**src/rtl/fwd_pkg.sv**
```systemverilog
// Shared types for the hazard/forwarding controller and the EX-stage operand forwarder.
// Select encodings here are the contract between the two blocks.
package fwd_pkg;

  localparam int REG_AW = 5;

  typedef enum logic [1:0] {
    FWD_NONE        = 2'b00,
    FWD_FROM_EX_MEM = 2'b01,
    FWD_FROM_MEM_WB = 2'b10
  } fwd_sel_e;

  typedef enum logic [1:0] {
    ST_RUN,
    ST_LOAD_STALL,
    ST_MUL_BUSY
  } stall_state_e;

  typedef struct packed {
    logic              valid;
    logic [REG_AW-1:0] rd;
    logic              we;
    logic              is_load;
    logic              is_mul;
  } dest_rec_t;

  // d1 is one instruction ahead of the consumer, d2 two ahead; the nearer producer wins.
  function automatic fwd_sel_e pick_sel(input logic used, input logic [REG_AW-1:0] rs,
                                        input dest_rec_t d1, input dest_rec_t d2);
    fwd_sel_e sel;
    sel = FWD_NONE;
    if (used && rs != '0) begin
      if (d1.valid && d1.we && d1.rd == rs)
        sel = FWD_FROM_EX_MEM;
      else if (d2.valid && d2.we && d2.rd == rs)
        sel = FWD_FROM_MEM_WB;
    end
    return sel;
  endfunction

endpackage

```
**src/rtl/hazard_dest_rec.sv**
```systemverilog
// Shadow destination record for one pipeline register.
// Hold keeps the current record; bubble loads an invalid one.
module hazard_dest_rec
  import fwd_pkg::*;
(
  input  logic      clk,
  input  logic      rst_n,
  input  logic      hold,
  input  logic      bubble,
  input  dest_rec_t d,
  output dest_rec_t q
);

  always_ff @(posedge clk or negedge rst_n) begin
    if (!rst_n)
      q <= '0;
    else if (hold)
      q <= q;
    else if (bubble)
      q <= '0;
    else
      q <= d;
  end

endmodule

```
**src/rtl/hazard_fwd_ctrl.sv**
```systemverilog
// Hazard/forwarding controller: registers EX operand selects with the instruction and
// stalls the front end on load-use and while the multi-cycle multiplier owns EX.
module hazard_fwd_ctrl
  import fwd_pkg::*;
#(
  parameter int REG_ADDR_W = REG_AW,
  parameter int MUL_LAT    = 4
) (
  input  logic                  clk,
  input  logic                  rst_n,
  input  logic                  id_valid,
  input  logic [REG_ADDR_W-1:0] id_rs1,
  input  logic [REG_ADDR_W-1:0] id_rs2,
  input  logic                  id_use_rs1,
  input  logic                  id_use_rs2,
  input  logic [REG_ADDR_W-1:0] id_rd,
  input  logic                  id_reg_we,
  input  logic                  id_mem_re,
  input  logic                  id_mul,
  input  logic                  ex_flush,
  output logic [1:0]            op_a_sel,
  output logic [1:0]            op_b_sel,
  output logic                  stall_if,
  output logic                  hold_idex,
  output logic                  bubble_idex,
  output logic                  bubble_exmem,
  output logic                  ex_first
);

  localparam logic [3:0] MUL_LOAD = 4'(MUL_LAT - 1);

  stall_state_e state, state_nxt;
  logic [3:0]   mul_cnt, mul_cnt_nxt;
  dest_rec_t    id_rec, idex_rec, exmem_rec;
  fwd_sel_e     sel_a_nxt, sel_b_nxt, sel_a_q, sel_b_q;
  logic         load_use, advance, mul_enter;

  always_comb begin
    id_rec         = '0;
    id_rec.valid   = id_valid;
    id_rec.rd      = id_rd;
    id_rec.we      = id_reg_we;
    id_rec.is_load = id_mem_re;
    id_rec.is_mul  = id_mul;
  end

  // Only the two nearest producers need tracking; older results come through regfile write-through.
  hazard_dest_rec u_idex_rec (
    .clk(clk), .rst_n(rst_n), .hold(hold_idex), .bubble(bubble_idex), .d(id_rec), .q(idex_rec)
  );

  hazard_dest_rec u_exmem_rec (
    .clk(clk), .rst_n(rst_n), .hold(1'b0), .bubble(bubble_exmem), .d(idex_rec), .q(exmem_rec)
  );

  assign load_use = id_valid && idex_rec.valid && idex_rec.is_load && (idex_rec.rd != '0) &&
                    ((id_use_rs1 && id_rs1 == idex_rec.rd) || (id_use_rs2 && id_rs2 == idex_rec.rd));

  assign sel_a_nxt = pick_sel(id_valid && id_use_rs1, id_rs1, idex_rec, exmem_rec);
  assign sel_b_nxt = pick_sel(id_valid && id_use_rs2, id_rs2, idex_rec, exmem_rec);

  assign advance   = !hold_idex && !bubble_idex;
  assign mul_enter = advance && id_valid && id_mul;

  always_ff @(posedge clk or negedge rst_n) begin
    if (!rst_n) begin
      state   <= ST_RUN;
      mul_cnt <= '0;
    end else begin
      state   <= state_nxt;
      mul_cnt <= mul_cnt_nxt;
    end
  end

  // The multiply spends MUL_LAT-1 held cycles in EX plus one final cycle back in RUN.
  always_comb begin
    state_nxt   = state;
    mul_cnt_nxt = mul_cnt;
    case (state)
      ST_MUL_BUSY: begin
        mul_cnt_nxt = mul_cnt - 4'd1;
        if (mul_cnt == 4'd1)
          state_nxt = ST_RUN;
      end
      default: begin
        if (mul_enter) begin
          state_nxt   = ST_MUL_BUSY;
          mul_cnt_nxt = MUL_LOAD;
        end else if (state == ST_RUN && load_use && !ex_flush)
          state_nxt = ST_LOAD_STALL;
        else
          state_nxt = ST_RUN;
      end
    endcase
  end

  always_comb begin
    stall_if     = 1'b0;
    hold_idex    = 1'b0;
    bubble_idex  = 1'b0;
    bubble_exmem = 1'b0;
    case (state)
      ST_MUL_BUSY: begin
        stall_if     = 1'b1;
        hold_idex    = 1'b1;
        bubble_exmem = 1'b1;
      end
      ST_RUN: begin
        if (ex_flush)
          bubble_idex = 1'b1;
        else if (load_use) begin
          stall_if    = 1'b1;
          bubble_idex = 1'b1;
        end
      end
      default: bubble_idex = ex_flush;
    endcase
  end

  // Selects travel with the instruction; EX latches multiplier operands on ex_first only.
  always_ff @(posedge clk or negedge rst_n) begin
    if (!rst_n) begin
      sel_a_q  <= FWD_NONE;
      sel_b_q  <= FWD_NONE;
      ex_first <= 1'b0;
    end else if (hold_idex) begin
      ex_first <= 1'b0;
    end else if (bubble_idex) begin
      sel_a_q  <= FWD_NONE;
      sel_b_q  <= FWD_NONE;
      ex_first <= 1'b0;
    end else begin
      sel_a_q  <= sel_a_nxt;
      sel_b_q  <= sel_b_nxt;
      ex_first <= id_valid;
    end
  end

  assign op_a_sel = sel_a_q;
  assign op_b_sel = sel_b_q;

  // A branch cannot resolve in EX while the multiplier occupies it.
  a_no_flush_in_mul: assert property (@(posedge clk) disable iff (!rst_n)
                                      !(state == ST_MUL_BUSY && ex_flush));

endmodule

```
**config.mk**
```make
export PLATFORM = sky130hd
export DESIGN_NAME = hazard_fwd_ctrl
export DESIGN_NICKNAME = d
export VERILOG_FILES = /design/src/rtl/fwd_pkg.sv /design/src/rtl/hazard_dest_rec.sv /design/src/rtl/hazard_fwd_ctrl.sv
export SDC_FILE = /design/constraint.sdc
export NUM_CORES = 1
export LEC_CHECK = 0
export BUFFER_PORTS_ARGS = -buffer_cell sky130_fd_sc_hd__buf_2
export CORE_MARGIN = 2
export CORE_UTILIZATION = 52
export DETAILED_ROUTE_END_ITERATION = 7
export GPL_TIMING_DRIVEN = 0
export PLACE_DENSITY = 0.77
export RECOVER_POWER = 25
export SYNTH_ARGS = -nofsm -noshare
export SYNTH_HDL_FRONTEND = slang
export SYNTH_SLANG_ARGS = --single-unit
```
**constraint.sdc**
```tcl
create_clock -name clk -period 1.9 [get_ports clk]
set_clock_uncertainty 0.15 [all_clocks]
set_input_delay 0.19 -clock clk [delete_from_list [all_inputs] [get_ports clk]]
set_output_delay 0.19 -clock clk [all_outputs]
set_load 0.05 [all_outputs]
```
==> reports/qor.log, run 1 <==
[worst_setup_path] capturing element of the worst setup path stall_if
[die] area of the die 3105 sq um
[cells_and_area] most common cell after layout, fill and taps aside sky130_fd_sc_hd__buf_2
[sta] transition time at the pin with the least slew margin 0.6259 ns
[die] height of the die 55.73 um
[detailed_routing] total via count after detailed routing 1243
[clock_network] number of clock sinks 26
[detailed_routing] count of unresolved DRC violations after routing 0
[worst_setup_path] cell at the slowest stage of the critical path sky130_fd_sc_hd__dfrtp_2
[power_and_ir_drop] Peak VDD IR 766.1 uV
[sta] worst-case setup margin in the final layout -0.4114 ns
[worst_setup_path] data required time at the worst endpoint 1.56 ns
[synthesis] number of enable flip-flop cells after synthesis 0
[global_route] Overflow after GRT 0
[global_route] met2 capacity usage during global routing 0.3810
[power_and_ir_drop] standby leakage power 0.0008629 uW
[worst_setup_path] worst setup path start u_idex_rec.q[5]
[global_route] GRT Max-Usage Layer met2
[synthesis] Yosys Warn Count 0
[cells_and_area] # fillers 165
[placement] final HPWL from detailed placement 2.287 mm
[detailed_routing] number of iterations in the first detailed-routing pass 4
[power_and_ir_drop] total power consumption of the routed design 2354 uW
[worst_setup_path] endpoint class of the critical path output port
[worst_setup_path] worst reg2reg path depth 6
[sta] post-route fraction of the period consumed by the critical path 1.217
[sta] final-report max-slew violation count 0
[global_route] vias in the first global route 1242
[cells_and_area] most used cells in the layout excluding fill and tap cells sky130_fd_sc_hd__buf_2 (28), sky130_fd_sc_hd__nand2_1 (26), sky130_fd_sc_hd__dfrtp_1 (23)
[detailed_routing] routed len/inst 14.39 um
[worst_setup_path] critical path start-end classification reg2out
[global_route] first-pass GRT wire length 5.313 mm
[clock_network] maximum number of buffers from clock root to sink 2
[placement] I/O Buffers 32
[synthesis] fraction of the yosys area taken by sequential cells 0.4676
[clock_network] CTS tree yes
[power_and_ir_drop] Clock Power Share 0.117
[die] Core Region 2500 sq um
[placement] placed cell area 1599 sq um
[power_and_ir_drop] Power per Cell Area 1225 nW/um^2
[clock_network] CTS Root Buffer Type sky130_fd_sc_hd__clkbuf_4
[outcome] violated checks setup timing
[worst_setup_path] crit-path max cell delay 0.47 ns
[synthesis] syn_area_per_cell 9.798 sq um
[sta] unrepaired setup endpoints after global routing yes
[die] row count 18
[clock_network] Clock H-tree levels 1
[worst_setup_path] r2r endpoint op_b_sel[1]
[synthesis] post-synthesis sequential element count 26
[global_route] GR Layer Usage met1 0.2707
[sta] highest achievable clock rate 0.4326 GHz
[detailed_routing] per-cell via count in the routed design 5.404
[placement] routability cong. 0.8511
[worst_setup_path] startpoint type of the worst setup path flip-flop
[worst_setup_path] WP data arrival 1.97 ns
[cells_and_area] multi-input logic area 770.7 sq um
[die] boundary pin count 33
[cells_and_area] total area of sequential cells 654.4 sq um
[synthesis] total standard cell area after synthesis 1391 sq um
[power_and_ir_drop] P_sw 931.4 uW
[power_and_ir_drop] Logic pwr share 0.492
[min_path] type of the most critical hold path in2reg
[global_route] met3 track demand over resource 0.02791
[power_and_ir_drop] Internal 1422 uW
[detailed_routing] DR iter-0 viols 29
[clock_network] clock slew at reported path FFs 0.13 ns
[global_route] number of antenna violations at the first check in global routing 0
[outcome] result of the run complete, but fails checks
[sta] final setup violation count 6
[worst_setup_path] reg-to-reg startpoint u_idex_rec.q[5]
[cells_and_area] Ant. Diodes 0
[worst_setup_path] CP cell instances xnor2_1 > nand3_1 > o22a_1 > or2_4 > o31ai_4 > buf_6
[clock_network] insertion delay of the later-clocked pin in the worst-skew pair 0.32 ns
[synthesis] share of synthesized registers carrying an async set or reset 1.000
[power_and_ir_drop] switching part of the total 0.3958
[cells_and_area] fraction of the core area covered by cells at the end of the flow 0.7683
[job] count of maximum capacitance violations 0
[detailed_routing] DRT Wirelength 3.310 mm
[sta] relative slew slack 0.5827
[cells_and_area] Final Instance Area 1921 sq um
[cells_and_area] relative area change from synthesis to final layout 38.04%
[die] die span in x 55.73 um
[global_route] maximum number of pins on one net before global-route repair 27
[sta] Period minus WS final 2.311 ns
[cells_and_area] fraction of final layout cells with drive strength greater than 1 0.3550
[worst_setup_path] register-to-register setup slack -0.03 ns
[detailed_routing] post-detailed-route count of antenna-violating nets 0
[global_route] all-layer global routing usage 0.2192
[sta] final hold viol count 0
[power_and_ir_drop] sequential share of power 0.391
[synthesis] synthesized netlist net count 168
[sta] total negative setup slack -0.7638 ns
[clock_network] number of CTS-inserted buffers 3
[synthesis] Post-Syn Instances 142
[cells_and_area] final-stage net count 227
[synthesis] dominant synthesized flop cell sky130_fd_sc_hd__dfrtp_1
[die] starting density of the core 0.5566
[synthesis] number of distinct library cells after synthesis 34
[worst_setup_path] critical-path maximum fanout 4
==> worst min path at each step <==
stage | startpoint | end | cells after the start
floorplan | rst_n | ex_first | 0
global placement | rst_n | op_a_sel[1] | 1
detailed placement | rst_n | op_a_sel[1] | 1
CTS | id_use_rs1 | op_a_sel[1] | 4
global route | id_use_rs1 | op_a_sel[1] | 4
finish | id_use_rs1 | op_a_sel[1] | 4
==> worst max-delay path, delay by kind of cell (launching register included) <==
kind / cells / cell delay, ns
XOR/XNOR: 1 / 0.14
AO/OA/AOI/OAI: 2 / 0.45
AND/OR/NAND/NOR: 2 / 0.40
buffers and inverters: 1 / 0.19
flip-flops: 1 / 0.47
==> cells by family (layout without fill, tap and decap cells) <==
group                    count (synthesis)  count (layout)  share of synthesized area
AO/OA/AOI/OAI                           24              24                     0.1268
XOR/XNOR                                23              23                     0.1448
adder cells (fa/ha/maj)                  2               2                    0.01798
buffers and inverters                    8              66                    0.02968
flip-flops                              26              26                     0.4676
AND/OR/NAND/NOR                         59              59                     0.2131
==> final cells by class <==
cell class | instances | share of cell area
timing repair buffer | 55 | 0.1974
tap | 30 | 0.01954
inverter | 3 | 0.005863
multi-input combinational | 108 | 0.4013
clock buffer | 4 | 0.01889
sequential | 26 | 0.3407
buffer | 4 | 0.01629
==> through the flow <==
stage                     hold slack, ns  setup slack [ns]  cells
after global routing              0.1998           -0.4881    230
final                             0.1876           -0.4114    230
after CTS                         0.1752           -0.4535    229
after floorplan                  -0.2556           -0.2023    142
after global placement           0.06676           -0.2339    204
after detailed placement         0.06667           -0.3178    204
==> sequential cells by signal, indices dropped and copies added (netlist names) <==
name / flops
u_idex_rec.q: 8
ex_first: 1
op_a_sel: 2
mul_cnt: 4
u_exmem_rec.q: 7
op_b_sel: 2
state: 2
==> what timing repair did <==
item                                    in CTS  in global routing
endpoints found under the setup margin       8                 21
hold endpoints to repair                    38                  0
gates resized for setup                     12                 18
hold buffers                                11                  0
pin swaps                                   12                 10
buffers inserted                            11                  3
==> Yosys cell counts, types with 2 or more instances <==
library cell,instances,area [sq um]
sky130_fd_sc_hd__nand4_1,2,12.51
sky130_fd_sc_hd__ha_1,2,25.02
sky130_fd_sc_hd__xnor2_1,20,175.2
sky130_fd_sc_hd__and2_1,8,50.05
sky130_fd_sc_hd__xor2_1,3,26.28
sky130_fd_sc_hd__dfrtp_1,26,650.6
sky130_fd_sc_hd__a31oi_1,2,12.51
sky130_fd_sc_hd__a32o_1,4,40.04
sky130_fd_sc_hd__o21ai_0,9,45.04
sky130_fd_sc_hd__nand3_1,4,20.02
sky130_fd_sc_hd__nand2_1,26,97.59
sky130_fd_sc_hd__inv_1,2,7.510
sky130_fd_sc_hd__nor3_1,4,20.02
sky130_fd_sc_hd__a21oi_1,2,10.01
sky130_fd_sc_hd__nor4_1,3,18.77
sky130_fd_sc_hd__nor2_1,5,18.77
sky130_fd_sc_hd__clkbuf_1,3,11.26
==> power groups by stage <==
stage               sequential (uW)  combinational [uW]  clock (uW)
floorplan                       872                 669           0
global placement                899                 826           0
detailed placement              910                 860           0
CTS                             897                1060         286
global route                    945                1280         304
finish                          920                1160         275
==> routing by layer <==
layer  up-vias  wire length, um
met2        36             1658
met1       595             1460
met5         -                0
met4         0               51
li1        606                -
met3         6              140
Note: power is estimated with default switching activity, not from simulation.
==> run 2, diff against run 1 <==
--- a/config.mk
+++ b/config.mk
@@ -7,11 +7,12 @@
 export LEC_CHECK = 0
 export BUFFER_PORTS_ARGS = -buffer_cell sky130_fd_sc_hd__buf_2
 export CORE_MARGIN = 2
-export CORE_UTILIZATION = 52
+export CORE_UTILIZATION = 40
 export DETAILED_ROUTE_END_ITERATION = 7
 export GPL_TIMING_DRIVEN = 0
-export PLACE_DENSITY = 0.77
+export PLACE_DENSITY = 0.61
 export RECOVER_POWER = 25
+export SETUP_SLACK_MARGIN = 0.4
 export SYNTH_ARGS = -nofsm -noshare
 export SYNTH_HDL_FRONTEND = slang
 export SYNTH_SLANG_ARGS = --single-unit
==> reports/qor.log, run 2 (synthesis results as in run 1) <==
[detailed_routing] total via count after detailed routing 1305 [+5.0%]
[die] die span in x 62.98 um [+13%]
[die] area of the die 3966 sq um [+28%]
[min_path] type of the most critical hold path in2reg
[die] Core Region 3337 sq um [+33%]
[worst_setup_path] reg-to-reg startpoint u_idex_rec.q[5]
[sta] final setup violation count 18 [+12]
[worst_setup_path] data required time at the worst endpoint 1.56 ns [about the same]
[global_route] GRT Max-Usage Layer met2
[global_route] GR Layer Usage met1 0.2618 [-0.008854]
[global_route] Overflow after GRT 0 [unchanged]
[worst_setup_path] critical path start-end classification reg2out
[placement] placement-stage worst setup slack -0.2872 ns [+0.03055 ns]
[detailed_routing] post-detailed-route count of antenna-violating nets 0 [unchanged]
[power_and_ir_drop] Power per Cell Area 1218 nW/um^2 [-0.62%]
[power_and_ir_drop] standby leakage power 0.0009776 uW [+13%]
[worst_setup_path] r2r endpoint op_b_sel[1]
[min_path] Hold Crit Endpoint mul_cnt[0]
[worst_setup_path] register-to-register setup slack -0.26 ns [-0.23 ns]
[die] height of the die 62.98 um [+13%]
[cells_and_area] non-filler instance count after layout 257 [+12%]
[clock_network] number of CTS-inserted buffers 3 [unchanged]
[sta] relative slew slack 0.5783 [-0.004392]
[sta] worst-case setup margin in the final layout -0.5271 ns [-0.1157 ns]
[global_route] vias in the first global route 1372 [+10%]
[min_path] hold path cells 2 [-2]
[detailed_routing] DR iter-0 viols 53 [+83%]
[cells_and_area] relative area change from synthesis to final layout 56.20%
[clock_network] CTS Root Buffer Type sky130_fd_sc_hd__clkbuf_4
[sta] unrepaired setup endpoints after global routing yes
[min_path] hold wc startpoint ex_flush
[cells_and_area] most used cells in the layout excluding fill and tap cells sky130_fd_sc_hd__buf_2 (28), sky130_fd_sc_hd__nand2_1 (26), sky130_fd_sc_hd__dfrtp_1 (21)
[die] boundary pin count 33 [unchanged]
[placement] routability cong. 0.9263 [+8.8%]
[cells_and_area] final-stage net count 238 [+4.8%]
[sta] final-report max-slew violation count 0 [unchanged]
[power_and_ir_drop] Peak VDD IR 770.7 uV [+0.59%]
[die] starting density of the core 0.4169 [-0.1396]
[sta] Period minus WS final 2.427 ns [+0.1157 ns]
[clock_network] insertion delay of the later-clocked pin in the worst-skew pair 0.32 ns [about the same]
[sta] post-route fraction of the period consumed by the critical path 1.277 [+0.06091]
[sta] transition time at the pin with the least slew margin 0.6325 ns [+0.006588 ns]
[worst_setup_path] worst reg2reg path depth 11 [+5]
[worst_setup_path] WP data arrival 2.09 ns [+0.12 ns]
[detailed_routing] routed len/inst 14.67 um [+1.9%]
[clock_network] CTS tree yes
[placement] placed cell area 1635 sq um [+2.3%]
[outcome] result of the run complete, but fails checks
[cells_and_area] most common cell after layout, fill and taps aside sky130_fd_sc_hd__buf_2
[placement] final HPWL from detailed placement 2.368 mm [+3.5%]
[clock_network] number of clock sinks 26 [unchanged]
[global_route] all-layer global routing usage 0.2022 [-0.01693]
[detailed_routing] number of iterations in the first detailed-routing pass 4 [unchanged]
[global_route] met3 track demand over resource 0.03423 [+0.006327]
[sta] final hold viol count 0 [unchanged]
[worst_setup_path] critical-path maximum fanout 4 [unchanged]
[cells_and_area] # fillers 264 [+60%]
[sta] highest achievable clock rate 0.4120 GHz [-4.8%]
[placement] number of cells after detailed placement 220 [+7.8%]
[die] row count 21 [+3]
[cells_and_area] register bank with the most flops u_idex_rec.q
[worst_setup_path] endpoint class of the critical path output port
[cells_and_area] leading registers by flop count u_idex_rec.q x8, u_exmem_rec.q x7, mul_cnt x4
[worst_setup_path] startpoint type of the worst setup path flip-flop
[outcome] violated checks setup timing
[detailed_routing] per-cell via count in the routed design 5.078 [-6.0%]
[clock_network] clock slew at reported path FFs 0.14 ns [about the same]
[clock_network] Clock H-tree levels 1 [unchanged]
[placement] I/O Buffers 32 [unchanged]
[job] count of maximum capacitance violations 0 [unchanged]
[detailed_routing] DRT Wirelength 3.770 mm [+14%]
[clock_network] maximum number of buffers from clock root to sink 2 [unchanged]
[cells_and_area] fraction of final layout cells with drive strength greater than 1 0.4502 [+0.09524]
[cells_and_area] Final Instance Area 2173 sq um [+13%]
[cells_and_area] Ant. Diodes 0 [unchanged]
[global_route] first-pass GRT wire length 6.285 mm [+18%]
[global_route] maximum number of pins on one net before global-route repair 27 [unchanged]
[global_route] number of antenna violations at the first check in global routing 0 [unchanged]
[cells_and_area] max reg flops 8 [unchanged]
[global_route] met2 capacity usage during global routing 0.3218 [-0.05914]
[detailed_routing] count of unresolved DRC violations after routing 0 [unchanged]
run 2: critical path: stages, from the launching register on:
cell and delay [ns]:
sky130_fd_sc_hd__dfrtp_2 0.48, sky130_fd_sc_hd__xnor2_2 0.19, sky130_fd_sc_hd__nand3_1 0.12, sky130_fd_sc_hd__o22a_1 0.24, sky130_fd_sc_hd__or2_4 0.25, sky130_fd_sc_hd__buf_8 0.13, sky130_fd_sc_hd__o31ai_4 0.17, sky130_fd_sc_hd__buf_6 0.19
run 2: layer usage:
metal  share of wire  wire [um]  vias to the layer above
met5               0          0                        -
met4           0.045        171                        0
met3           0.043        163                       17
met2            0.50       1895                       46
met1            0.41       1539                      613
li1                -          -                      629
run 2: worst max path at each step:
stage	startpoint	to	cells after the start
3_5_place_dp	u_idex_rec.q[3]	stall_if	7
4_1_cts	u_idex_rec.q[5]	stall_if	7
3_3_place_gp	u_idex_rec.q[7]	stall_if	7
5_1_grt	u_idex_rec.q[3]	stall_if	7
6_report	u_idex_rec.q[3]	stall_if	7
2_1_floorplan	u_idex_rec.q[3]	stall_if	6
run 2: area by class of cell:
cell class	count	area [sq um]	area share
plain buffers	5	61.31	0.02821
clock buffers	4	36.28	0.01670
inverters	3	16.27	0.007484
multi-input cells	108	844.6	0.3886
flip-flops and latches	26	656.9	0.3022
well taps	46	57.56	0.02648
repair buffers	65	500.5	0.2303
run 2: through the flow:
stage / util / hold slack [ns] / setup TNS (ns) / total power (uW)
after floorplan: - / -0.2556 / -0.2791 / 1568
after global placement: 0.4901 / 0.07338 / -0.4652 / 1772
after detailed placement: 0.4901 / 0.08572 / -0.5245 / 1809
after CTS: 0.6228 / 0.007707 / -1.434 / 2523
after global routing: 0.6513 / 0.007277 / -4.575 / 2825
final: 0.6513 / 0.01283 / -3.120 / 2647
run 2: repair_timing:
action,CTS,global route
pin swaps,20,3
endpoints found under the hold margin,37,0
buffers inserted,19,4
resized for setup,48,14
gates cloned,0,0
hold buffers,10,0
setup endpoints to repair,30,30
run 2: where the power goes:
| group | total (uW) | leakage, uW | switching (uW) | internal [uW] |
|---|---|---|---|---|
| Combinational | 1430 | 0.000622 | 681 | 753 |
| Sequential | 935 | 0.000334 | 207 | 728 |
| Clock | 278 | 0.0000210 | 160 | 117 |
| Total | 2650 | 0.000978 | 1050 | 1600 |
